`src/rtl/xor3_arb_pkg.sv`:
```
// xor3_arb_pkg: FSM state encoding, round-robin winner pick and ID width helper
package xor3_arb_pkg;
   localparam logic [1:0] IDLE = 2'd0;
   localparam logic [1:0] BUSY = 2'd1;
   localparam logic [1:0] DONE = 2'd2;
   function automatic int idw_calc(input int n);
      return (n <= 2) ? 1 : $clog2(n);
   endfunction
   function automatic logic [2:0] rr_pick(input logic [7:0] req, input logic [2:0] rr, input int nreq);
      logic [2:0] w;
      logic hit;
      int k;
      w = 3'd0;
      hit = 1'b0;
      for (int i = 0; i < 8; i++) begin
         k = (int'(rr) + i) % nreq;
         if (i < nreq && !hit && req[3'(k)]) begin
            w = 3'(k);
            hit = 1'b1;
         end
      end
      return w;
   endfunction
endpackage

```
`src/rtl/xor3_parity_arbiter_xor3.sv`:
```
// xor3: three-input XOR shared parity step
module xor3 (
   output logic out,
   input  logic in1,
   input  logic in2,
   input  logic in3
);
   assign out = in1 ^ in2 ^ in3;
endmodule

```
`src/rtl/xor3_parity_arbiter.sv`:
```
// xor3_parity_arbiter: round-robin sharing of one xor3 parity unit; define XOR3_ARB_ODD_PARITY_EN for odd parity
module xor3_parity_arbiter
   import xor3_arb_pkg::*;
#(
   parameter int NREQ  = 4,
   parameter int WIDTH = 8,
   parameter int IDW   = 3
) (
   input  logic                  clk,
   input  logic                  reset,
   input  logic [NREQ-1:0]       req,
   input  logic [NREQ*WIDTH-1:0] data,
   output logic [NREQ-1:0]       grant,
   output logic                  busy,
   output logic                  valid,
   output logic                  parity,
   output logic [IDW-1:0]        id
);
   localparam int CW = $clog2(WIDTH) + 1;
   logic [1:0] state;
   logic [2:0] rr, win;
   logic [WIDTH-1:0] sh;
   logic [CW-1:0] cnt;
   logic acc, acc_nxt;
   xor3 u_xor3 (.out(acc_nxt), .in1(acc), .in2(sh[0]), .in3(sh[1]));
   always_comb win = rr_pick(8'(req), rr, NREQ);
   assign busy  = state != IDLE;
   assign valid = state == DONE;
`ifdef XOR3_ARB_ODD_PARITY_EN
   assign parity = valid & ~acc;
`else
   assign parity = valid & acc;
`endif
   always_ff @(posedge clk) begin
      if (reset) begin
         state <= IDLE;
         grant <= '0;
         id    <= '0;
         rr    <= '0;
         acc   <= 1'b0;
         cnt   <= '0;
         sh    <= '0;
      end else if (state == IDLE) begin
         if (|req) begin
            grant <= NREQ'(1) << win;
            sh    <= data[int'(win)*WIDTH +: WIDTH];
            acc   <= 1'b0;
            cnt   <= '0;
            id    <= IDW'(win);
            rr    <= (int'(win) == NREQ - 1) ? 3'd0 : win + 3'd1;
            state <= BUSY;
         end
      end else if (state == BUSY) begin
         acc   <= acc_nxt;
         sh    <= sh >> 2;
         cnt   <= cnt + CW'(1);
         state <= (cnt == CW'(WIDTH/2 - 1)) ? DONE : BUSY;
      end else begin
         grant <= '0;
         state <= IDLE;
      end
   end
endmodule
```
`config.mk`:
```
export PLATFORM = sky130hd
export DESIGN_NAME = xor3_parity_arbiter
export DESIGN_NICKNAME = d
export VERILOG_FILES = /design/src/rtl/xor3_arb_pkg.sv /design/src/rtl/xor3_parity_arbiter_xor3.sv /design/src/rtl/xor3_parity_arbiter.sv
export SDC_FILE = /design/constraint.sdc
export NUM_CORES = 1
export LEC_CHECK = 0
export BUFFER_PORTS_ARGS = -buffer_cell sky130_fd_sc_hd__buf_4
export CAP_MARGIN = 0
export CELL_PAD_IN_SITES_DETAIL_PLACEMENT = 1
export CELL_PAD_IN_SITES_GLOBAL_PLACEMENT = 1
export CORE_UTILIZATION = 32
export DETAILED_ROUTE_END_ITERATION = 8
export GPL_TIMING_DRIVEN = 0
export PLACE_DENSITY = 0.75
export SLEW_MARGIN = 5
export SYNTH_ARGS = -nofsm -noshare
export SYNTH_HDL_FRONTEND = slang
export SYNTH_SLANG_ARGS = --single-unit
```
`constraint.sdc`:
```
create_clock -name clk -period 2 [get_ports clk]
set_clock_uncertainty 0.15 [all_clocks]
set_input_delay 0.4 -clock clk [delete_from_list [all_inputs] [get_ports clk]]
set_output_delay 0.4 -clock clk [all_outputs]
set_load 0.02 [all_outputs]
```
==> results.md <==
* Net Switching at roughly 410 µW
* Placed Area at ~1800 µm²
* Worst Hold End: sh[7]
* Placed Cells at roughly 260
* Cts hold-fix bufs at 0
* Slew Limit Fails at 0
* Max Cap Viol at 0
* Synth-to-Final Area Change at 36.9%
* Clk_lat worst skew at 0.26 ns
* Worst slack at placement at -0.196 ns
* Commonest non-fill, non-tap cell in the layout: buf_4
* Die Ht at 67.6 µm
* Gpl congestion at approximately 0.80
* Synthesized flop and latch total at 23
* Layout cells sized above 1 at 31.2%
* Number of DRC markers in iteration 0 at 65
* Synth warnings at 0
* Crit start category: register
* Setup WS post-layout at ~0.041 ns
* Layout Cells excl Fill at about 270
* Clk pin slew, worst setup/hold paths at 0.08 ns
* Final WL at about 4100 µm
* Final #Nets at 262
* Share of flip-flops with an asynchronous set or reset at 0%
* Syn Std Cell Area at roughly 1400 µm²
* Area of the die at 4560 µm²
* Post-synth EDFFs at 0
* First-pass GRT wire length at 6870 µm
* Kind of end point of the critical path: register
* RSZ-0062 raised after global routing: no
* Switching share of power at 32.5%
* PD cells at 672 nW/µm²
* Reg2Reg Launch Point: rr[1]
* Synth top area cells: dfxtp_1 33%, a211oi_1 7.6%, mux2i_1 6.6%
* Pint at 854 µW
* Minimum clock period at a little under 2 ns
* Seq/Total Area, Yosys at 33.5%
* Post-layout power at roughly 1.3 mW
* Drt pass-1 iters at 4
* Status: complete, no violations
* Setup-failing EPs final at 0
* WHS Path Cells at 3
* Hold Crit Class: input port to register
* Die width at 67.6 µm
* Clock Power Share at 22.6%
* Combinational share of power at 34.5%
* Count of cell types in the netlist at 38
* Max VDD drop at 0.442 mV
* Period utilisation layout at 97.9%
* CTS Sinks at 23
* Yosys top cell by area: dfxtp_1
* Detail Placement HPWL at around 3300 µm
* Row Count at 23
* Average cell area after synthesis at 8.28 µm²
* Largest net degree at the start of global routing at 13
* CP Max Fanout at 10
* Worst rel slew slack at around 61%
* Clock tree from TritonCTS: done
* Port Buf Inserts at between 40 and 50
* Post-synth top area share at 33.5%
* Ys flop type: dfxtp_1
* Worst-Margin Slew at 0.586 ns
* Routed wire per std cell at 15.3 µm
* Leakage power at 0.787 nW
* Max Fclk at 511 MHz
* Sequential power share at between 40% and 50%
* Core Footprint at 4060 µm²
* Vias/cell at 5.19
* # diodes at 0
* R2r worst-path depth at 7
* Reg2reg end: sh[6]
* Crit path kind: register to register
* ANT nets after route at 0
* Vias in the first global route at 1497
* # DRC at 0
* Leading cell types in the layout, fill and taps excluded: 50 x buf_4, 23 x nor2_1, 21 x dfxtp_1, 14 x a211oi_1, 14 x nand2_1
* Cell area after layout at ~1900 µm²
* Htree depth at 1
* Fin. Hold Viols at 0
* Fin util at between 40% and 50%
* Worst Path Required at 2.04 ns
* Starting density of the core at 33.9%
* Critical Path AT at 1.99 ns
* Remaining global-route overflow at 0
* Post-synthesis net count at 209
* Total CTS buffers at 3
* Worst Setup SP: rr[1]
* Cell count after synthesis at between 150 and 200
* CTS max path bufs at 2
* Hold Startpoint: data[15]
* Total GRT Usage at 20.3%
* Root Driver: clkbuf_8
* DR vias at 1390
* Num ports at 48
* Antenna violations before repair at 0
* Reg2reg setup slack at 0.04 ns
## cell type report
type | count | area, µm²
timing repair buffer | 49 | 368
tap | 50 | 62.6
clock buffer | 4 | 45.0
inverter | 5 | 18.8
fill | 509 | 2180
sequential | 23 | 465
multi-input combinational | 127 | 860
buffer | 10 | 62.6
## cell usage after synthesis, types with 2 or more instances
master	number
dfxtp_1	23
nor2_1	23
nand2_1	15
a211oi_1	14
a21oi_1	11
mux2i_1	9
a21boi_0	6
o21ai_0	6
clkbuf_1	5
ha_1	5
inv_1	5
nand2b_1	4
nand3b_1	4
buf_6	3
nor2b_1	3
nor3_1	3
a2111o_1	2
a21bo_1	2
nand3_1	2
o211ai_1	2
xor2_1	2
## flip-flops by register name, indices dropped and copies added (netlist names)
name / count
sh: 8
cnt: 4
grant: 4
id: 2
rr: 2
state: 2
acc: 1
## metal layers
layer	part of all wire [%]	up-vias	track usage, %
li1	-	692	-
met1	42	669	22.7
met2	54	23	38.5
met3	2.6	6	4.05
met4	0.92	0	4.79
met5	0	-	0
## kinds of logic (layout without fill, tap and decap cells)
| logic type | after synthesis | in the layout | share of synthesized area (%) |
|---|---|---|---|
| compound gates | 47 | 47 | 24.1 |
| xor+xnor | 3 | 3 | 1.91 |
| fa+ha+maj | 5 | 5 | 4.55 |
| buf+inv | 16 | 68 | 6.37 |
| flops | 23 | 23 | 33.5 |
| mux | 9 | 9 | 6.55 |
| other cells | 1 | 1 | 0.273 |
| simple gates | 62 | 62 | 22.7 |
## worst max path at each step
stage             to  slack [ns]  depth (start not counted)
4_1_cts        sh[7]       0.001                          6
2_1_floorplan  rr[1]        0.08                          8
3_5_place_dp   sh[1]       -0.20                          8
3_3_place_gp   sh[0]       -0.17                          8
5_1_grt        sh[7]      0.0001                          7
6_report       sh[6]        0.04                          7
## power by group through the flow
| stage | Combinational, mW | Sequential, mW | Clock, mW |
|---|---|---|---|
| after floorplan | 0.253 | 0.555 | 0 |
| after global placement | 0.398 | 0.546 | 0 |
| after detailed placement | 0.415 | 0.550 | 0 |
| after CTS | 0.424 | 0.541 | 0.296 |
| after global routing | 0.479 | 0.550 | 0.314 |
| final | 0.437 | 0.543 | 0.285 |
## critical path: stages (launching register included)
cell,delay [ns]
dfxtp_4,0.38
nand2_2,0.07
a221o_1,0.35
buf_4,0.15
buf_6,0.13
a21bo_1,0.17
a2111o_1,0.40
o211ai_1,0.09
## metrics by stage
| stage | TNS [ns] | hold slack, ns |
|---|---|---|
| 2_1_floorplan | 0 | 0.289 |
| 3_3_place_gp | -1.23 | 0.300 |
| 3_5_place_dp | -1.78 | 0.322 |
| 4_1_cts | 0 | 0.317 |
| 5_1_grt | 0 | 0.316 |
| 6_report | 0 | 0.315 |
## what timing repair did
item / 4_1_cts / 5_1_grt
endpoints found under the setup margin: 11 / 19
setup buffers: 0 / 3
resized for setup: 4 / 8
pin swaps: 0 / 3
(Power assumes the default switching activity.)
